[src/rtl/sensor_cmd_tx.sv]
// sensor_cmd_tx
// UART (8N1) command transmitter for the wireless inertial sensor link. Each
// accepted command becomes a sequence of 5-byte frames: 0xFF 0xAA b2 b3 b4.
// When cmd_save is set, the command frame is wrapped between an unlock frame
// (69 88 B5) and a save frame (00 00 00) so the setting persists in the sensor.
// Every frame is followed by GAP_BITS idle bit-times.
//
// Ports:
//   clk_uart    in   1  only clock, rising edge
//   rst         in   1  synchronous active-high reset
//   cmd_valid   in   1  command offered
//   cmd_ready   out  1  block can accept a command (idle and not in reset)
//   cmd_addr    in   8  sensor register address, captured on transfer
//   cmd_data    in  16  register value (low byte sent first), captured on transfer
//   cmd_save    in   1  wrap command in unlock/save frames, captured on transfer
//   busy        out  1  a sequence is in progress
//   frames_sent out  8  completed frame count, wraps 255 -> 0
//   wireless_rx out  1  registered serial line, idles high
//   state_dbg   out  3  current FSM state encoding
//
// Handshake: a command transfers on a cycle where cmd_valid && cmd_ready.
// cmd_valid while not ready is dropped, not queued.

module sensor_cmd_tx #(
    parameter int CLKS_PER_BIT = 104,
    parameter int GAP_BITS     = 4
) (
    input  logic        clk_uart,
    input  logic        rst,
    input  logic        cmd_valid,
    output logic        cmd_ready,
    input  logic [7:0]  cmd_addr,
    input  logic [15:0] cmd_data,
    input  logic        cmd_save,
    output logic        busy,
    output logic [7:0]  frames_sent,
    output logic        wireless_rx,
    output logic [2:0]  state_dbg
);

    localparam int CNT_W = $clog2(CLKS_PER_BIT);
    localparam int GAP_W = $clog2(GAP_BITS + 1);

    typedef enum logic [2:0] {
        S_IDLE  = 3'd0,
        S_START = 3'd1,
        S_DATA  = 3'd2,
        S_STOP  = 3'd3,
        S_GAP   = 3'd4
    } state_t;

    state_t             state_q, state_d;
    logic [CNT_W-1:0]   bit_cnt_q, bit_cnt_d;
    logic [2:0]         bit_idx_q, bit_idx_d;
    logic [2:0]         byte_idx_q, byte_idx_d;
    logic [1:0]         frame_idx_q, frame_idx_d;
    logic [GAP_W-1:0]   gap_cnt_q, gap_cnt_d;
    logic [7:0]         addr_q;
    logic [15:0]        data_q;
    logic               save_q;
    logic [7:0]         frames_q;
    logic               line_q, line_d;
    logic               capture;
    logic               frame_done;
    logic               tick;
    logic [1:0]         last_frame;
    logic [7:0]         tx_byte;

    assign tick       = (bit_cnt_q == CNT_W'(CLKS_PER_BIT - 1));
    assign last_frame = save_q ? 2'd2 : 2'd0;

    // Next-state and counter logic.
    always_comb begin
        state_d     = state_q;
        bit_idx_d   = bit_idx_q;
        byte_idx_d  = byte_idx_q;
        frame_idx_d = frame_idx_q;
        gap_cnt_d   = gap_cnt_q;
        capture     = 1'b0;
        frame_done  = 1'b0;
        // Bit-time counter free-runs through every non-idle state.
        if (state_q == S_IDLE || tick) begin
            bit_cnt_d = '0;
        end else begin
            bit_cnt_d = bit_cnt_q + CNT_W'(1);
        end

        case (state_q)
            S_IDLE: begin
                if (cmd_valid) begin
                    state_d     = S_START;
                    capture     = 1'b1;
                    byte_idx_d  = 3'd0;
                    frame_idx_d = 2'd0;
                end
            end
            S_START: begin
                if (tick) begin
                    state_d   = S_DATA;
                    bit_idx_d = 3'd0;
                end
            end
            S_DATA: begin
                if (tick) begin
                    if (bit_idx_q == 3'd7) begin
                        state_d = S_STOP;
                    end else begin
                        bit_idx_d = bit_idx_q + 3'd1;
                    end
                end
            end
            S_STOP: begin
                if (tick) begin
                    if (byte_idx_q == 3'd4) begin
                        state_d    = S_GAP;
                        gap_cnt_d  = '0;
                        frame_done = 1'b1;
                    end else begin
                        state_d    = S_START;
                        byte_idx_d = byte_idx_q + 3'd1;
                    end
                end
            end
            S_GAP: begin
                if (tick) begin
                    if (gap_cnt_q == GAP_W'(GAP_BITS - 1)) begin
                        if (frame_idx_q != last_frame) begin
                            state_d     = S_START;
                            frame_idx_d = frame_idx_q + 2'd1;
                            byte_idx_d  = 3'd0;
                        end else begin
                            state_d = S_IDLE;
                        end
                    end else begin
                        gap_cnt_d = gap_cnt_q + GAP_W'(1);
                    end
                end
            end
            default: state_d = S_IDLE;
        endcase
    end

    // Byte about to be on the line. Uses next-state indices because the line
    // is registered; captured fields are already stable whenever DATA is next.
    always_comb begin
        tx_byte = 8'h00;
        case (byte_idx_d)
            3'd0: tx_byte = 8'hFF;
            3'd1: tx_byte = 8'hAA;
            default: begin
                if (save_q && frame_idx_d == 2'd0) begin
                    case (byte_idx_d)
                        3'd2:    tx_byte = 8'h69;
                        3'd3:    tx_byte = 8'h88;
                        default: tx_byte = 8'hB5;
                    endcase
                end else if (save_q && frame_idx_d == 2'd2) begin
                    tx_byte = 8'h00;
                end else begin
                    case (byte_idx_d)
                        3'd2:    tx_byte = addr_q;
                        3'd3:    tx_byte = data_q[7:0];
                        default: tx_byte = data_q[15:8];
                    endcase
                end
            end
        endcase
    end

    always_comb begin
        line_d = 1'b1;
        case (state_d)
            S_START: line_d = 1'b0;
            S_DATA:  line_d = tx_byte[bit_idx_d];
            default: line_d = 1'b1;
        endcase
    end

    always_ff @(posedge clk_uart) begin
        if (rst) begin
            state_q     <= S_IDLE;
            bit_cnt_q   <= '0;
            bit_idx_q   <= 3'd0;
            byte_idx_q  <= 3'd0;
            frame_idx_q <= 2'd0;
            gap_cnt_q   <= '0;
            frames_q    <= 8'd0;
            line_q      <= 1'b1;
        end else begin
            state_q     <= state_d;
            bit_cnt_q   <= bit_cnt_d;
            bit_idx_q   <= bit_idx_d;
            byte_idx_q  <= byte_idx_d;
            frame_idx_q <= frame_idx_d;
            gap_cnt_q   <= gap_cnt_d;
            line_q      <= line_d;
            if (frame_done) begin
                frames_q <= frames_q + 8'd1;
            end
        end
    end

    always_ff @(posedge clk_uart) begin
        if (!rst && capture) begin
            addr_q <= cmd_addr;
            data_q <= cmd_data;
            save_q <= cmd_save;
        end
    end

    assign cmd_ready   = (state_q == S_IDLE) && !rst;
    assign busy        = (state_q != S_IDLE);
    assign frames_sent = frames_q;
    assign wireless_rx = line_q;
    assign state_dbg   = state_q;

endmodule

[config.mk]
export PLATFORM = sky130hd
export DESIGN_NAME = sensor_cmd_tx
export DESIGN_NICKNAME = d
export VERILOG_FILES = /design/src/rtl/sensor_cmd_tx.sv
export SDC_FILE = /design/constraint.sdc
export NUM_CORES = 1
export LEC_CHECK = 0
export BUFFER_PORTS_ARGS = -buffer_cell sky130_fd_sc_hd__buf_2
export CAP_MARGIN = 5
export CORE_ASPECT_RATIO = 1.5
export CORE_MARGIN = 8
export CORE_UTILIZATION = 35
export DETAILED_ROUTE_END_ITERATION = 10
export GPL_ROUTABILITY_DRIVEN = 0
export PLACE_DENSITY = 0.57
export SLEW_MARGIN = 25
export SYNTH_ARGS = -nofsm -noshare
export SYNTH_HDL_FRONTEND = slang
export SYNTH_SLANG_ARGS = --single-unit
[constraint.sdc]
create_clock -name clk_uart -period 2.6 [get_ports clk_uart]
set_input_delay 0.26 -clock clk_uart [delete_from_list [all_inputs] [get_ports clk_uart]]
set_output_delay 0.26 -clock clk_uart [all_outputs]
set_load 0.005 [all_outputs]
## Yosys cells after proc, flatten, opt, wreduce, memory -nomap -nowiden

Index checks and enable logic that the tools add are counted.

- Word-level logic and storage cells: 95
- Register bits after elaboration: 55
- Output and inout bits: 14

- Magnitude comparators: 1
- Reduce and logical (&&, ||, !) cells: 13
- $add $sub $neg: 6
- Equality and inequality tests: 19
- Multiplexer cells: 45

Operators by type and width:

| cell | number |
|---|---|
| 3-bit 2-to-1 mux | 21 |
| 8-bit case mux with 2 select lines | 3 |
| 3-bit by 2-bit equality test with 1-bit output, second input constant | 6 |
| 8-bit 2-to-1 mux | 2 |
| 3-bit case mux with 5 select lines | 1 |
| 3-bit case mux with 2 select lines | 2 |
| 2-bit 2-to-1 mux | 5 |
| 3-bit by 1-bit adder with 3-bit output, second input constant | 3 |
| 3-bit by 1-bit equality test with 1-bit output, second input constant | 3 |
| 3-bit equality test, second input constant | 3 |
| 3-bit case mux with 3 select lines | 1 |
| 8-bit by 1-bit adder with 8-bit output, second input constant | 1 |
| 2-bit inequality test, second input constant | 4 |
| 7-bit by 1-bit adder with 7-bit output, second input constant | 1 |
| 7-bit equality test, second input constant | 1 |
| 1-bit 2-to-1 mux | 7 |
| 3-bit zero test | 2 |
| 5-bit AND reduction | 1 |
| 1-bit logical AND | 4 |
| 3-bit by 4-bit < comparator with 1-bit output, second input constant | 1 |
| 2-bit case mux with 2 select lines | 1 |
| 1-bit binary-select mux with 3-bit select | 1 |
| 3-bit nonzero test | 1 |
| 2-bit by 1-bit adder with 2-bit output, second input constant | 1 |
| 8 further kinds | 8 |

## Logic depth before layout (Yosys ltp)

- Word-level depth: 14
- Depth in mapped cells: 12
- Gate-level depth less buffers: 11

## Worst setup path after synthesis

Ideal clock, no wire load.

- Path type: reg-to-reg
- Start: register byte_idx_q[0]
- End: register line_q, in the netlist wireless_rx
- Arrival time: 2.414 ns
- Required time: 2.469 ns
- Path slack: 0.055 ns
- Cell stages (with the launch flop): 13
- Cell sequence: dfxtp_1 > inv_1 > ha_1 > nand2_1 > and4_4 > buf_6 > o32a_2 > a21boi_4 > mux2_1 > mux2i_1 > o22ai_1 > nor2_1 > nor4_2

- Longest elaborated chain between the ends: 12
- Elaborated cells between the ends (all ways): 26
- Classes of those cells: add/sub (1); eq/ne (6); mux (18); reduce/logical (1)

RTL lines:

| what | RTL line | source |
|---|---|---|
| from (decl) | 55 | `logic [2:0] byte_idx_q, byte_idx_d;` |
| from (signal assigned) | 193 | `byte_idx_q <= byte_idx_d;` |
| 3-bit by 1-bit adder with 3-bit output, or another cell as far along | 120 | `byte_idx_d = byte_idx_q + 3'd1;` |
| 3-bit 2-to-1 mux, on equally long branches | 114, 126 |  |
| 3-bit 2-to-1 mux, on equally long branches | 113, 125 |  |
| 3-bit case mux with 3 select lines | 88 | `case (state_q)` |
| 3-bit by 2-bit equality test with 1-bit output | 152, 160 |  |
| 8-bit case mux with 2 select lines | 160 | `case (byte_idx_d)` |
| 8-bit 2-to-1 mux | 157 | `end else if (save_q && frame_idx_d == 2'd2) begin` |
| 8-bit 2-to-1 mux | 151 | `if (save_q && frame_idx_d == 2'd0) begin` |
| 8-bit case mux with 2 select lines | 147 | `case (byte_idx_d)` |
| 1-bit binary-select mux with 3-bit select | 174 | `S_DATA: line_d = tx_byte[bit_idx_d];` |
| 1-bit 2-to-1 mux (not written as such) | 174 |  |
| 1-bit case mux with 2 select lines (*) | 172 | `case (state_d)` |
| to (signal assigned) | 196 | `line_q <= line_d;` |
| to (decl) | 62 | `logic line_q, line_d;` |

Every way passes the cells marked *; elsewhere a longest branch is shown, timed or not. The select of a mux whose other input is x is not followed.
A chain may end at the register's enable or synchronous reset.

## Worst setup path in the final report

- Start: register bit_cnt_q[4]
- End: register line_q, in the netlist wireless_rx

- Longest elaborated chain between the ends: 11
- Elaborated cells between the ends (all ways): 32
- Classes of those cells: eq/ne (7); mux (21); reduce/logical (4)

RTL lines:

| what | RTL line | source |
|---|---|---|
| from (decl) | 53 | `logic [CNT_W-1:0] bit_cnt_q, bit_cnt_d;` |
| from (signal assigned) | 191 | `bit_cnt_q <= bit_cnt_d;` |
| 7-bit equality test (*) | 69 | `assign tick = (bit_cnt_q == CNT_W'(CLKS_PER_BIT - 1));` |
| 3-bit 2-to-1 mux, or another cell as far along | 125 | `if (tick) begin` |
| 3-bit case mux with 3 select lines or 2-bit case mux with 2 select lines (tied branches) | 88 |  |
| 3-bit by 2-bit equality test with 1-bit output or 2-bit equality test (tied branches) | 152, 160, 157 |  |
| 8-bit case mux with 2 select lines or 1-bit logical AND (tied branches) | 160, 157 |  |
| 8-bit 2-to-1 mux | 157 |  |
| 8-bit 2-to-1 mux | 151 |  |
| 8-bit case mux with 2 select lines | 147 |  |
| 1-bit binary-select mux with 3-bit select | 174 |  |
| 1-bit 2-to-1 mux (not written as such) | 174 |  |
| 1-bit case mux with 2 select lines (*) | 172 |  |

Marked as above.

==> metrics.sh <==
POST_SYNTH_INST_COUNT=299
DESIGN.CORE.AREA_UM2=8310
GRT_PASS1_VIAS=2505
YOSYS_REGISTER_BITS=55
CRIT_FANOUT=5
RELSLEWSLACK=0.695
REPORT.FINAL.SETUP_VIOL=0
DP_HPWL_MM=5.38
NUMCTSBUFFERS=5
SYNTH_SEQUENTIAL_AREA_RATIO=0.459
SYNTHARSTFLOPSHARE=0
FILLERS=807
FF2FF_SETUP_SLACK_NS=0.05
CRIT_PATH_START_KIND='flip-flop'
OUTCOME='finished clean'
NUM_VIAS=2555
MAX_FREQ_MHz=393
CRITICAL_PATH.CELL_CHAIN='or3b_4, or4_1, a21oi_2, and3_1, o21ai_1, nor2_1, o311ai_1, nor4_1, nor4_2'
INITIAL_ANTENNA_VIOLATION_COUNT=0
CP.REQUIRED_NS=2.78
TRITONCTS_CLOCK_TREE='built'
WORST_SKEW_PAIR.LATE_LATENCY_NS=0.29
GRT_MAX_DEGREE=26
DIE_BOUNDARY_WIDTH_UM=90.9
GLOBAL_ROUTER_S_OVERALL_RESOURCE_USAGE=0.119
WORST_SLEW_PIN_TRAN_NS=0.455
NUMBER_OF_CELLS_ON_THE_CRITICAL_PATH=9
DETAIL_ROUTED_NET_LENGTH_PER_STANDARD_CELL_UM=14.8
SLEW_VIOL_FINAL=0
SYNTH.TOP_CELLS.BY_AREA='sky130_fd_sc_hd__edfxtp_1 (25%), sky130_fd_sc_hd__dfxtp_1 (20%), sky130_fd_sc_hd__nor2_1 (5.6%)'
FIRST_PASS_ITERS=4
PORT_BUFFERS=41
NUM_ANTENNA_CELLS=0
CTS_MAX_PATH_BUFFERS=2
FINISH.UTILIZATION=0.480
IRDROPWORSTVDD_mV=0.468
FLOORPLAN.INITIALDENSITY=0.355
AREA_DELTA_SYNTH_FINAL_PCT=35.5
AREA_TAKEN_BY_FLIP_FLOPS_AND_LATCHES_UM2=1360
R2R_CELLS=9
TOTAL_NEGATIVE_SETUP_SLACK_NS=0
MIN-DELAY-PATH-CLASS='primary input to flip-flop'
CAP_VIOLATIONS=0
PLACEMENTROWS=41
YS_TYPES=69
CPLARGESTDELAYFAMILY='simple AND/OR/NAND/NOR gates'
FP.DIEAREA_UM2=11700
CRIT-REG2REG-CAPTURE='wireless_rx$_SDFF_PP1_'
FP.DIEH_UM=128
PATH_CLASS='flip-flop to flip-flop'
POST_SYNTH_EDFFS=25
SYN-MEAN-INSTANCE-AREA_UM2=9.85
H_TREE_DEPTH=2
WORSTSETUPENDPOINTTYPE='flip-flop'
FINAL_CRITICAL_PATH_SHARE_OF_THE_CLOCK_PERIOD=0.979
FINALWIRELENGTH_MM=7.23
GR_OVFL_TOTAL=0
POST_SYNTH_TOP_AREA_SHARE=0.255
FINCLKSKEW_NS=0.00507
CP_SLOWEST_STAGE_DELAY_NS=0.43
R2R-START='bit_cnt_q[4]$_SDFF_PP0_'
FINAL_ANTENNA_NET_COUNT=0
DOMINANTREGCELLSYNTH='sky130_fd_sc_hd__dfxtp_1'
POWER.STATIC_LEAKAGE_uW=0.00156
CRITICAL_PATH_CELL_WITH_THE_HIGHEST_STAGE_DELAY='sky130_fd_sc_hd__or3b_4'
CTS.CLK_SLEW.WORST_PATHS_NS=0.07
MULTIINPUTGATEAREA_UM2=1680
NUMBER_OF_REMAINING_DRC_ERRORS=0
POWER_DENSITY_NORMALIZED_TO_CELL_AREA_nW_PER_UM2=474
ROUTED_VIA_DENSITY=5.21
FINAL_NETS=417
SYNTHTOPCELLSBYCOUNT='sky130_fd_sc_hd__nor2_1 (44), sky130_fd_sc_hd__dfxtp_1 (30), sky130_fd_sc_hd__edfxtp_1 (25), sky130_fd_sc_hd__nand2_1 (17), sky130_fd_sc_hd__a21oi_1 (16)'
WORST-ENDPOINT-ARRIVAL_NS=2.72
CTS_ROOT_BUFFER='sky130_fd_sc_hd__clkbuf_16'
GLOBAL_ROUTE_WIRE_LENGTH_BEFORE_REPAIR_MM=11.3
FLOORPLAN.IO_PINS=42
SETUP.WORST_PATH.START='bit_cnt_q[4]$_SDFF_PP0_'
CTS_HOLD_BUF=0
SYN_AREA_UM2=2950
CRITICAL_PATH.N_BUFFERS_INVERTERS=0
CTS_NUM_SINKS=55
WORST_SETUP_PATH_ENDPOINT='wireless_rx$_SDFF_PP1_'
LAYOUT-DRIVE-GT1-SHARE=0.381
YOSYSWARNINGCOUNT=0
MAPPEDNETLISTNETS=334
FINAL_HOLD_VIOL_COUNT=0
DRTITER0DRC=152
YOSYSMOSTFREQUENTCELL='sky130_fd_sc_hd__nor2_1'
NETLIST.TOP_CELL.BY_AREA='sky130_fd_sc_hd__edfxtp_1'
FINAL.MIN_CLOCK_PERIOD_NS=2.55
[flip-flops by register name, summed over array words and instances (netlist names)]
register     count
bit_cnt_q        7
frames_sent      8
frame_idx_q      2
state_dbg        3
save_q           1
wireless_rx      1
gap_cnt_q        3
bit_idx_q        3
addr_q           8
byte_idx_q       3
data_q          16
[routing by layer]
layer | vias up | global-route usage | routed length, um
li1 | 1280 | - | -
met4 | 0 | 0.0668 | 199
met3 | 13 | 0.0233 | 237
met1 | 1214 | 0.123 | 2990
met5 | - | 0 | 0
met2 | 48 | 0.220 | 3800
[timing repair]
action | 4_1_cts | 5_1_grt
hold endpoints to repair | 0 | 0
gates resized for setup | 4 | 36
pin swaps | 0 | 16
endpoints found under the setup margin | 1 | 1
buffers inserted | 0 | 11
gates cloned | 0 | 0
[stage by stage]
step,power (uW),instances,hold slack [ns],area [um^2],setup slack (ns)
floorplan,1000,299,0.359,2950,0.0548
global route,1950,490,0.128,3990,-0.0242
global placement,1050,471,0.427,3520,0.0552
detailed placement,1050,471,0.438,3520,-0.0474
finish,1890,490,0.137,3990,0.0549
CTS,1910,479,0.132,3730,0.00594
[kinds of logic (layout without fill, tap and decap cells)]
| kind of cell | count (synthesis) | count (layout) | share of synthesized area |
|---|---|---|---|
| AOI/OAI and AO/OA | 70 | 70 | 0.173 |
| and+or+nand+nor | 124 | 124 | 0.235 |
| DFF | 55 | 55 | 0.459 |
| adders and majority gates | 7 | 7 | 0.0297 |
| muxes | 11 | 11 | 0.0395 |
| buffers and inverters | 22 | 106 | 0.0344 |
| xor gates and xnor gates | 10 | 10 | 0.0297 |
[worst register-to-register path, cell delays in order (launching register included)]
cell and delay [ns]:
sky130_fd_sc_hd__dfxtp_1 0.36, sky130_fd_sc_hd__or3b_4 0.43, sky130_fd_sc_hd__or4_1 0.43, sky130_fd_sc_hd__a21oi_2 0.17, sky130_fd_sc_hd__and3_1 0.21, sky130_fd_sc_hd__o21ai_1 0.10, sky130_fd_sc_hd__nor2_1 0.15, sky130_fd_sc_hd__o311ai_1 0.12
sky130_fd_sc_hd__nor4_1 0.37, sky130_fd_sc_hd__nor4_2 0.08
[how the worst min path moves through the flow]
stage	startpoint	to	slack, ns	cells past startpoint
2_1_floorplan	cmd_addr[0]	addr_q[0]$_DFFE_PP_	0.36	0
3_3_place_gp	bit_cnt_q[0]$_SDFF_PP0_	bit_cnt_q[0]$_SDFF_PP0_	0.43	1
3_5_place_dp	bit_cnt_q[0]$_SDFF_PP0_	bit_cnt_q[0]$_SDFF_PP0_	0.44	1
4_1_cts	cmd_data[4]	data_q[4]$_DFFE_PP_	0.13	1
5_1_grt	cmd_data[7]	data_q[7]$_DFFE_PP_	0.13	1
6_report	cmd_data[4]	data_q[4]$_DFFE_PP_	0.14	1
[layout by cell type, fill, tap and decap left out, types with 3 or more instances in the layout]
cell type	netlist	final
sky130_fd_sc_hd__a21o_1	3	3
sky130_fd_sc_hd__a21oi_1	16	13
sky130_fd_sc_hd__a21oi_2	0	3
sky130_fd_sc_hd__a31oi_1	4	4
sky130_fd_sc_hd__and3_1	7	6
sky130_fd_sc_hd__buf_2	3	41
sky130_fd_sc_hd__buf_4	0	44
sky130_fd_sc_hd__clkbuf_16	0	5
sky130_fd_sc_hd__dfxtp_1	30	25
sky130_fd_sc_hd__dfxtp_2	0	5
sky130_fd_sc_hd__edfxtp_1	25	25
sky130_fd_sc_hd__ha_1	7	3
sky130_fd_sc_hd__ha_4	0	4
sky130_fd_sc_hd__inv_1	9	7
sky130_fd_sc_hd__mux2_2	4	3
sky130_fd_sc_hd__mux2i_1	6	6
sky130_fd_sc_hd__nand2_1	17	17
sky130_fd_sc_hd__nand3_1	7	6
sky130_fd_sc_hd__nand4_1	4	4
sky130_fd_sc_hd__nor2_1	44	42
sky130_fd_sc_hd__nor2b_1	3	3
sky130_fd_sc_hd__nor3_1	9	7
sky130_fd_sc_hd__nor4_1	5	5
sky130_fd_sc_hd__o21ai_0	7	7
sky130_fd_sc_hd__o21ai_1	4	4
sky130_fd_sc_hd__o22ai_1	5	3
sky130_fd_sc_hd__o31ai_1	3	3
sky130_fd_sc_hd__or3_1	4	4
sky130_fd_sc_hd__xnor2_1	4	3
sky130_fd_sc_hd__xor2_1	6	6
[layout make-up]
cell class | instances | area share
clock buffers | 6 | 0.0323
multi-input cells | 222 | 0.421
flip-flops and latches | 55 | 0.340
well taps | 107 | 0.0335
clock inverters | 2 | 0.0150
repair buffers | 89 | 0.150
inverters | 9 | 0.00846
[power by group]
part	internal (uW)	switching (uW)
sequential	928	10.0
combinational	45.8	56.5
clock	552	300
(Power assumes the default switching activity.)
